$ cat src/rtl/tetris_keys_pkg.sv
// Shared key_event field positions, PS/2 scancodes and held-vector bit indices for the key mapper.
// Pure constants and a decode helper; no state, no latency, no flow control.
package tetris_keys_pkg;

  localparam int KE_VALID = 10;
  localparam int KE_EXT   = 9;
  localparam int KE_BRK   = 8;

  localparam logic [7:0] SC_W1    = 8'h1D;
  localparam logic [7:0] SC_A1    = 8'h1C;
  localparam logic [7:0] SC_S1    = 8'h1B;
  localparam logic [7:0] SC_D1    = 8'h23;
  localparam logic [7:0] SC_W2    = 8'h75;
  localparam logic [7:0] SC_A2    = 8'h6B;
  localparam logic [7:0] SC_S2    = 8'h72;
  localparam logic [7:0] SC_D2    = 8'h74;
  localparam logic [7:0] SC_SPACE = 8'h29;
  localparam logic [7:0] SC_P     = 8'h4D;

  localparam int HB_W1 = 0;
  localparam int HB_A1 = 1;
  localparam int HB_S1 = 2;
  localparam int HB_D1 = 3;
  localparam int HB_W2 = 4;
  localparam int HB_A2 = 5;
  localparam int HB_S2 = 6;
  localparam int HB_D2 = 7;
  localparam int KEYS_PER_PLAYER = 4;

  // Player-1 keys only match without E0, player-2 (arrow) keys only with E0.
  function automatic logic [7:0] key_onehot(input logic ext, input logic [7:0] code);
    logic [7:0] oh;
    oh = '0;
    if (!ext) begin
      case (code)
        SC_W1:   oh[HB_W1] = 1'b1;
        SC_A1:   oh[HB_A1] = 1'b1;
        SC_S1:   oh[HB_S1] = 1'b1;
        SC_D1:   oh[HB_D1] = 1'b1;
        default: ;
      endcase
    end else begin
      case (code)
        SC_W2:   oh[HB_W2] = 1'b1;
        SC_A2:   oh[HB_A2] = 1'b1;
        SC_S2:   oh[HB_S2] = 1'b1;
        SC_D2:   oh[HB_D2] = 1'b1;
        default: ;
      endcase
    end
    return oh;
  endfunction

endpackage

$ cat src/rtl/key_repeat.sv
// One auto-repeat key: held flag plus 8-bit tick counter; rpt is combinational and registered by the top.
// Latency 0 from tick to rpt; no backpressure, the repeat strobe is fire-and-forget.
module key_repeat
  import tetris_keys_pkg::*;
#(
  parameter int DELAY_T = 250,
  parameter int RATE_T  = 50
) (
  input  logic clk,
  input  logic rst,
  input  logic press,
  input  logic rel,
  input  logic tick,
  input  logic lock,
  output logic held,
  output logic rpt
);

  localparam logic [7:0] THRESH = 8'(DELAY_T);
  localparam logic [7:0] RELOAD = 8'(DELAY_T - RATE_T);

  logic       held_q, held_d;
  logic [7:0] cnt_q, cnt_d, cnt_inc;

  // Break beats everything; a typematic make on a held key falls through to the tick path.
  always_comb begin
    held_d  = held_q;
    cnt_d   = cnt_q;
    rpt     = 1'b0;
    cnt_inc = cnt_q + 8'd1;
    if (rel) begin
      held_d = 1'b0;
      cnt_d  = '0;
    end else if (press && !held_q) begin
      held_d = 1'b1;
      cnt_d  = '0;
    end else if (held_q && tick && !lock) begin
      if (cnt_inc == THRESH) begin
        rpt   = 1'b1;
        cnt_d = RELOAD;
      end else begin
        cnt_d = cnt_inc;
      end
    end
  end

  always_ff @(posedge clk or posedge rst) begin
    if (rst) begin
      held_q <= 1'b0;
      cnt_q  <= '0;
    end else begin
      held_q <= held_d;
      cnt_q  <= cnt_d;
    end
  end

  assign held = held_q;

endmodule

$ cat src/rtl/key_mapper.sv
// Decodes PS/2 key_event into per-player command pulses with auto-repeat on a/s/d keys.
// Latency 1 cycle, all outputs registered; no backpressure, pulses are fire-and-forget.
module key_mapper
  import tetris_keys_pkg::*;
#(
  parameter int PRESCALE = 100_000,
  parameter int DELAY_T  = 250,
  parameter int RATE_T   = 50
) (
  input  logic        clk,
  input  logic        rst,
  input  logic [10:0] key_event,
  output logic        w1,
  output logic        a1,
  output logic        s1,
  output logic        d1,
  output logic        w2,
  output logic        a2,
  output logic        s2,
  output logic        d2,
  output logic        start,
  output logic        pause,
  output logic [7:0]  held
);

  localparam int PW = (PRESCALE > 1) ? $clog2(PRESCALE) : 1;

  if (!(RATE_T >= 1 && RATE_T <= DELAY_T && DELAY_T <= 255 && RATE_T * PRESCALE >= 2))
  begin : g_bad_param
    $error("key_mapper: repeat parameters out of range");
  end

  logic [PW-1:0] presc_q, presc_d;
  logic          tick;

  always_comb begin
    tick    = (presc_q == PW'(PRESCALE - 1));
    presc_d = tick ? '0 : presc_q + PW'(1);
  end

  logic       ev_vld, ev_ext, ev_brk;
  logic [7:0] ev_code, hit, make, brk;

  always_comb begin
    ev_vld  = key_event[KE_VALID];
    ev_ext  = key_event[KE_EXT];
    ev_brk  = key_event[KE_BRK];
    ev_code = key_event[7:0];
    hit     = ev_vld ? key_onehot(ev_ext, ev_code) : '0;
    make    = hit & {8{~ev_brk}};
    brk     = hit & {8{ev_brk}};
  end

  logic [7:0] held_vec, rpt;

  for (genvar i = 0; i < 8; i++) begin : g_key
    if (i % KEYS_PER_PLAYER == HB_W1) begin : g_rot
      // Rotate keys never repeat, so they only need a held flag to suppress typematic makes.
      logic held_q, held_d;
      always_comb begin
        held_d = held_q;
        if (brk[i])       held_d = 1'b0;
        else if (make[i]) held_d = 1'b1;
      end
      always_ff @(posedge clk or posedge rst) begin
        if (rst) held_q <= 1'b0;
        else     held_q <= held_d;
      end
      assign held_vec[i] = held_q;
      assign rpt[i]      = 1'b0;
    end else begin : g_rep
      localparam int BASE = (i / KEYS_PER_PLAYER) * KEYS_PER_PLAYER;
      logic lock;
      assign lock = (i % KEYS_PER_PLAYER != HB_S1) ?
                    (held_vec[BASE + HB_A1] & held_vec[BASE + HB_D1]) : 1'b0;
      key_repeat #(
        .DELAY_T (DELAY_T),
        .RATE_T  (RATE_T)
      ) u_rep (
        .clk   (clk),
        .rst   (rst),
        .press (make[i]),
        .rel   (brk[i]),
        .tick  (tick),
        .lock  (lock),
        .held  (held_vec[i]),
        .rpt   (rpt[i])
      );
    end
  end

  logic [7:0] pulse_q, pulse_d;
  logic       start_q, start_d, pause_q, pause_d;

  always_comb begin
    pulse_d = (make & ~held_vec) | rpt;
    start_d = ev_vld && !ev_ext && !ev_brk && (ev_code == SC_SPACE);
    pause_d = ev_vld && !ev_ext && !ev_brk && (ev_code == SC_P);
  end

  always_ff @(posedge clk or posedge rst) begin
    if (rst) begin
      presc_q <= '0;
      pulse_q <= '0;
      start_q <= 1'b0;
      pause_q <= 1'b0;
    end else begin
      presc_q <= presc_d;
      pulse_q <= pulse_d;
      start_q <= start_d;
      pause_q <= pause_d;
    end
  end

  assign w1    = pulse_q[HB_W1];
  assign a1    = pulse_q[HB_A1];
  assign s1    = pulse_q[HB_S1];
  assign d1    = pulse_q[HB_D1];
  assign w2    = pulse_q[HB_W2];
  assign a2    = pulse_q[HB_A2];
  assign s2    = pulse_q[HB_S2];
  assign d2    = pulse_q[HB_D2];
  assign start = start_q;
  assign pause = pause_q;
  assign held  = held_vec;

endmodule

$ cat config.mk
export PLATFORM = sky130hd
export DESIGN_NAME = key_mapper
export DESIGN_NICKNAME = d
export VERILOG_FILES = /design/src/rtl/tetris_keys_pkg.sv /design/src/rtl/key_repeat.sv /design/src/rtl/key_mapper.sv
export SDC_FILE = /design/constraint.sdc
export NUM_CORES = 1
export LEC_CHECK = 0
export CORE_MARGIN = 2
export CORE_UTILIZATION = 54
export CTS_CLUSTER_SIZE = 8
export DETAILED_ROUTE_END_ITERATION = 8
export PLACE_DENSITY = 0.87
export SLEW_MARGIN = 0
export SYNTH_ARGS = -nofsm -noshare
export SYNTH_HDL_FRONTEND = slang
export SYNTH_SLANG_ARGS = --single-unit
$ cat constraint.sdc
create_clock -name clk -period 3.25 [get_ports clk]
set_input_delay 0.975 -clock clk [delete_from_list [all_inputs] [get_ports clk]]
set_output_delay 0.975 -clock clk [all_outputs]
set_load 0.005 [all_outputs]
==> results.json <==
{
  "post_cts_resized": 0,
  "status": "complete, no violations",
  "remaining_drc_errors": 0,
  "tightest_slew_ps": 813,
  "clock_sinks": 83,
  "p_leak_nw": 2.22,
  "avgSynthCellArea_um2": 9.03,
  "grt_max_degree": 45,
  "ys.flop_type": "dfrtp_1",
  "synth_edf_count": 0,
  "postCtsHoldBufs": 0,
  "viasPerCell": 5.99,
  "cts_setup_buffers": 0,
  "die-area_um2": 9600,
  "dpl.hpwl_um": 7740,
  "p_sw_share_pct": 27.0,
  "utilization_pct": 62.8,
  "nFillCells": 680,
  "clk_pin_slew_worst_paths_ps": 90,
  "worstSkewPairLatency_ps": 370,
  "post-route-min-period_ps": 2780,
  "routed_wl_um": 10600,
  "synth_cell_types": 62,
  "routabilityCongestion": 0.931,
  "p_total_mw": 1.92,
  "root_buffer": "clkbuf_8",
  "yosys.area_share.simple_pct": 27.2,
  "drt_iter0_drc": 293,
  "p_per_area_nw_per_um2": 355,
  "start_util_pct": 55.2,
  "chipWidth_um": 98.0,
  "syn-num-nets": 554,
  "synthAdderAreaFrac_pct": 3.41,
  "core_area_um2": 8640,
  "numCtsBuffers": 9,
  "synthXorXnorAreaFrac_pct": 6.79,
  "path_class": "in2reg",
  "post-route-period-util_pct": 85.5,
  "cp-start-kind": "input port",
  "vias": 4070,
  "drv_slew": 0,
  "place_ws_ps": 149,
  "final_nets": 592,
  "r2r_setup_slack_ps": 630,
  "portBuffers": 30,
  "firstDrtPassIters": 5,
  "grt-ovfl-total": 0,
  "wire_per_inst_um": 15.6,
  "synth_area_um2": 4770,
  "p_sw_mw": 0.520,
  "cts_buffer_depth": 2,
  "hold_viol": 0,
  "synthMuxAreaShare_pct": 0.420,
  "fin_area_um2": 5420,
  "synth_cells": 528,
  "io_pins": 31,
  "cp_max_fo": 7,
  "seq_area_frac_synth_pct": 43.5,
  "synth_top_family_by_area": "simple AND/OR/NAND/NOR gates",
  "p_comb_share_pct": 7.6,
  "setup-violations-final": 0,
  "rsz0062_at_grt": "no",
  "maxCapViolCount": 0,
  "finClkSkew_ps": 16.0,
  "internal_power_mw": 1.40,
  "pwr-share-seq_pct": 55.7,
  "htreeDepth": 3,
  "ir_drop_uv": 191,
  "detail-route-antenna-nets": 0,
  "holdCritPathClass": "reg2reg",
  "antenna_found_initial": 0,
  "drive_gt1_share_pct": 7.88,
  "gr-usage-all-layers_pct": 23.1,
  "pwr-share-clk_pct": 36.7,
  "area_growth_pct": 13.7,
  "fin_tns_setup_ps": 0,
  "diodes": 0,
  "cp_data_required_time_ps": 3500,
  "grt_pass1_wl_um": 18100,
  "tritoncts": "done",
  "num_rows": 34,
  "die_h_um": 98.0,
  "ys_async_sr_fraction_pct": 100,
  "dpl_cell_area_um2": 5240,
  "synth.ff_latch_count": 83,
  "synth-compound-area-share_pct": 15.2,
  "cp-end-kind": "register",
  "fin_ws_ps": 470,
  "slew_headroom_pct": 45.8,
  "worstPathArrival_ps": 3030,
  "first_global_vias": 3864,
  "maxClockFrequency_ghz": 0.360,
  "ys_warn_count": 0
}
[final cells by class]
type,instances,area [um2],area share [%]
repair buffers,47,440,8.12
clock inverters,7,58.8,1.08
clock buffers,9,124,2.28
well taps,108,135,2.49
flip-flops and latches,83,2080,38.3
multi-input cells,410,2530,46.6
inverters,15,57.6,1.06
[critical path, cell delays in order]
cell and delay, ps:
clkdlybuf4s50_1 610, nor4bb_1 390, nand4b_1 230, buf_4 200
a21oi_1 160, a21oi_1 150, o21ai_0 230, o31ai_1 100
[routing by layer]
metal / global-route usage, % / part of all wire (%) / routed length (um)
met4: 8.55 / 2.2 / 235
met1: 31.4 / 44 / 4620
met3: 4.44 / 5.7 / 600
met5: 0 / 0 / 0
met2: 37.0 / 48 / 5130
[sequential cells by signal (all words and copies together) (netlist names)]
signal,cells
g_key.g_rep.u_rep.cnt_q,48
presc_q,17
pulse_q,8
g_key.g_rep.u_rep.held,6
g_key.g_rot.held_q,2
pause,1
start,1
[stage by stage]
stage | hold slack [ps] | std cells
CTS | 468 | 679
finish | 468 | 679
detailed placement | 456 | 663
global route | 482 | 679
global placement | 441 | 663
floorplan | 429 | 528
[synthesized netlist by cell type (all sizes together) (4+ instances only)]
| cell | n | area share [%] |
|---|---|---|
| o31ai | 6 | 0.94 |
| inv | 15 | 1.2 |
| a21oi | 17 | 1.9 |
| clkbuf | 10 | 0.79 |
| nand2 | 66 | 5.2 |
| o21ai | 46 | 4.8 |
| nor2b | 5 | 0.66 |
| nor3b | 4 | 0.63 |
| a21o | 9 | 1.4 |
| nor3 | 14 | 1.5 |
| and3 | 10 | 1.3 |
| nand4 | 11 | 1.4 |
| nor2 | 40 | 3.1 |
| and4 | 5 | 0.92 |
| a21boi | 4 | 0.63 |
| xor2 | 18 | 3.3 |
| xnor2 | 19 | 3.5 |
| buf | 10 | 1.5 |
| nand2b | 9 | 1.2 |
| or3 | 8 | 1.0 |
| ha | 13 | 3.4 |
| nand3 | 35 | 3.7 |
| dfrtp | 83 | 44 |
| nand4b | 5 | 0.92 |
| nor4b | 4 | 0.73 |
| or2 | 6 | 0.79 |
| and2 | 9 | 1.2 |
[power by group through the flow]
stage	registers (mW)	logic, mW	clock network (mW)
after floorplan	1.09	0.0901	0
after global placement	1.09	0.141	0
after CTS	1.07	0.147	0.716
final	1.07	0.145	0.706
after detailed placement	1.09	0.146	0
after global routing	1.08	0.164	0.759
[logic make-up after synthesis]
| kind of cell | count (synthesis) |
|---|---|
| and+or+nand+nor | 247 |
| DFF | 83 |
| muxes | 2 |
| AOI/OAI and AO/OA | 111 |
| adders and majority gates | 13 |
| buffers and inverters | 35 |
| xor gates and xnor gates | 37 |
[final timing paths]
path / start / endpoint / cells after the start
min: g_key[4].g_rot.held_q$_DFFE_PP0P_ / pulse_q[4]$_DFF_PP0_ / 1
max in group asynchronous: rst / presc_q[5]$_DFF_PP0_ / 3
max reg2reg: presc_q[11]$_DFF_PP0_ / g_key[7].g_rep.u_rep.cnt_q[5]$_DFFE_PP0P_ / 6
min in group asynchronous: rst / g_key[5].g_rep.u_rep.cnt_q[5]$_DFFE_PP0P_ / 2
max: key_event[0] / g_key[3].g_rep.u_rep.cnt_q[2]$_DFFE_PP0P_ / 8
min reg2reg: g_key[4].g_rot.held_q$_DFFE_PP0P_ / pulse_q[4]$_DFF_PP0_ / 1
[layout by cell type, fill, tap and decap left out, types with 11 or more instances in the layout]
cell and n:
a21oi_1 16, buf_4 16, clkdlybuf4s50_1 30, dfrtp_1 83, ha_1 13, inv_1 14
nand2_1 66, nand3_1 35, nand4_1 11, nor2_1 40, nor3_1 14, o21ai_0 45
xnor2_1 19, xor2_1 18
Power figures use the tool's default switching activity.
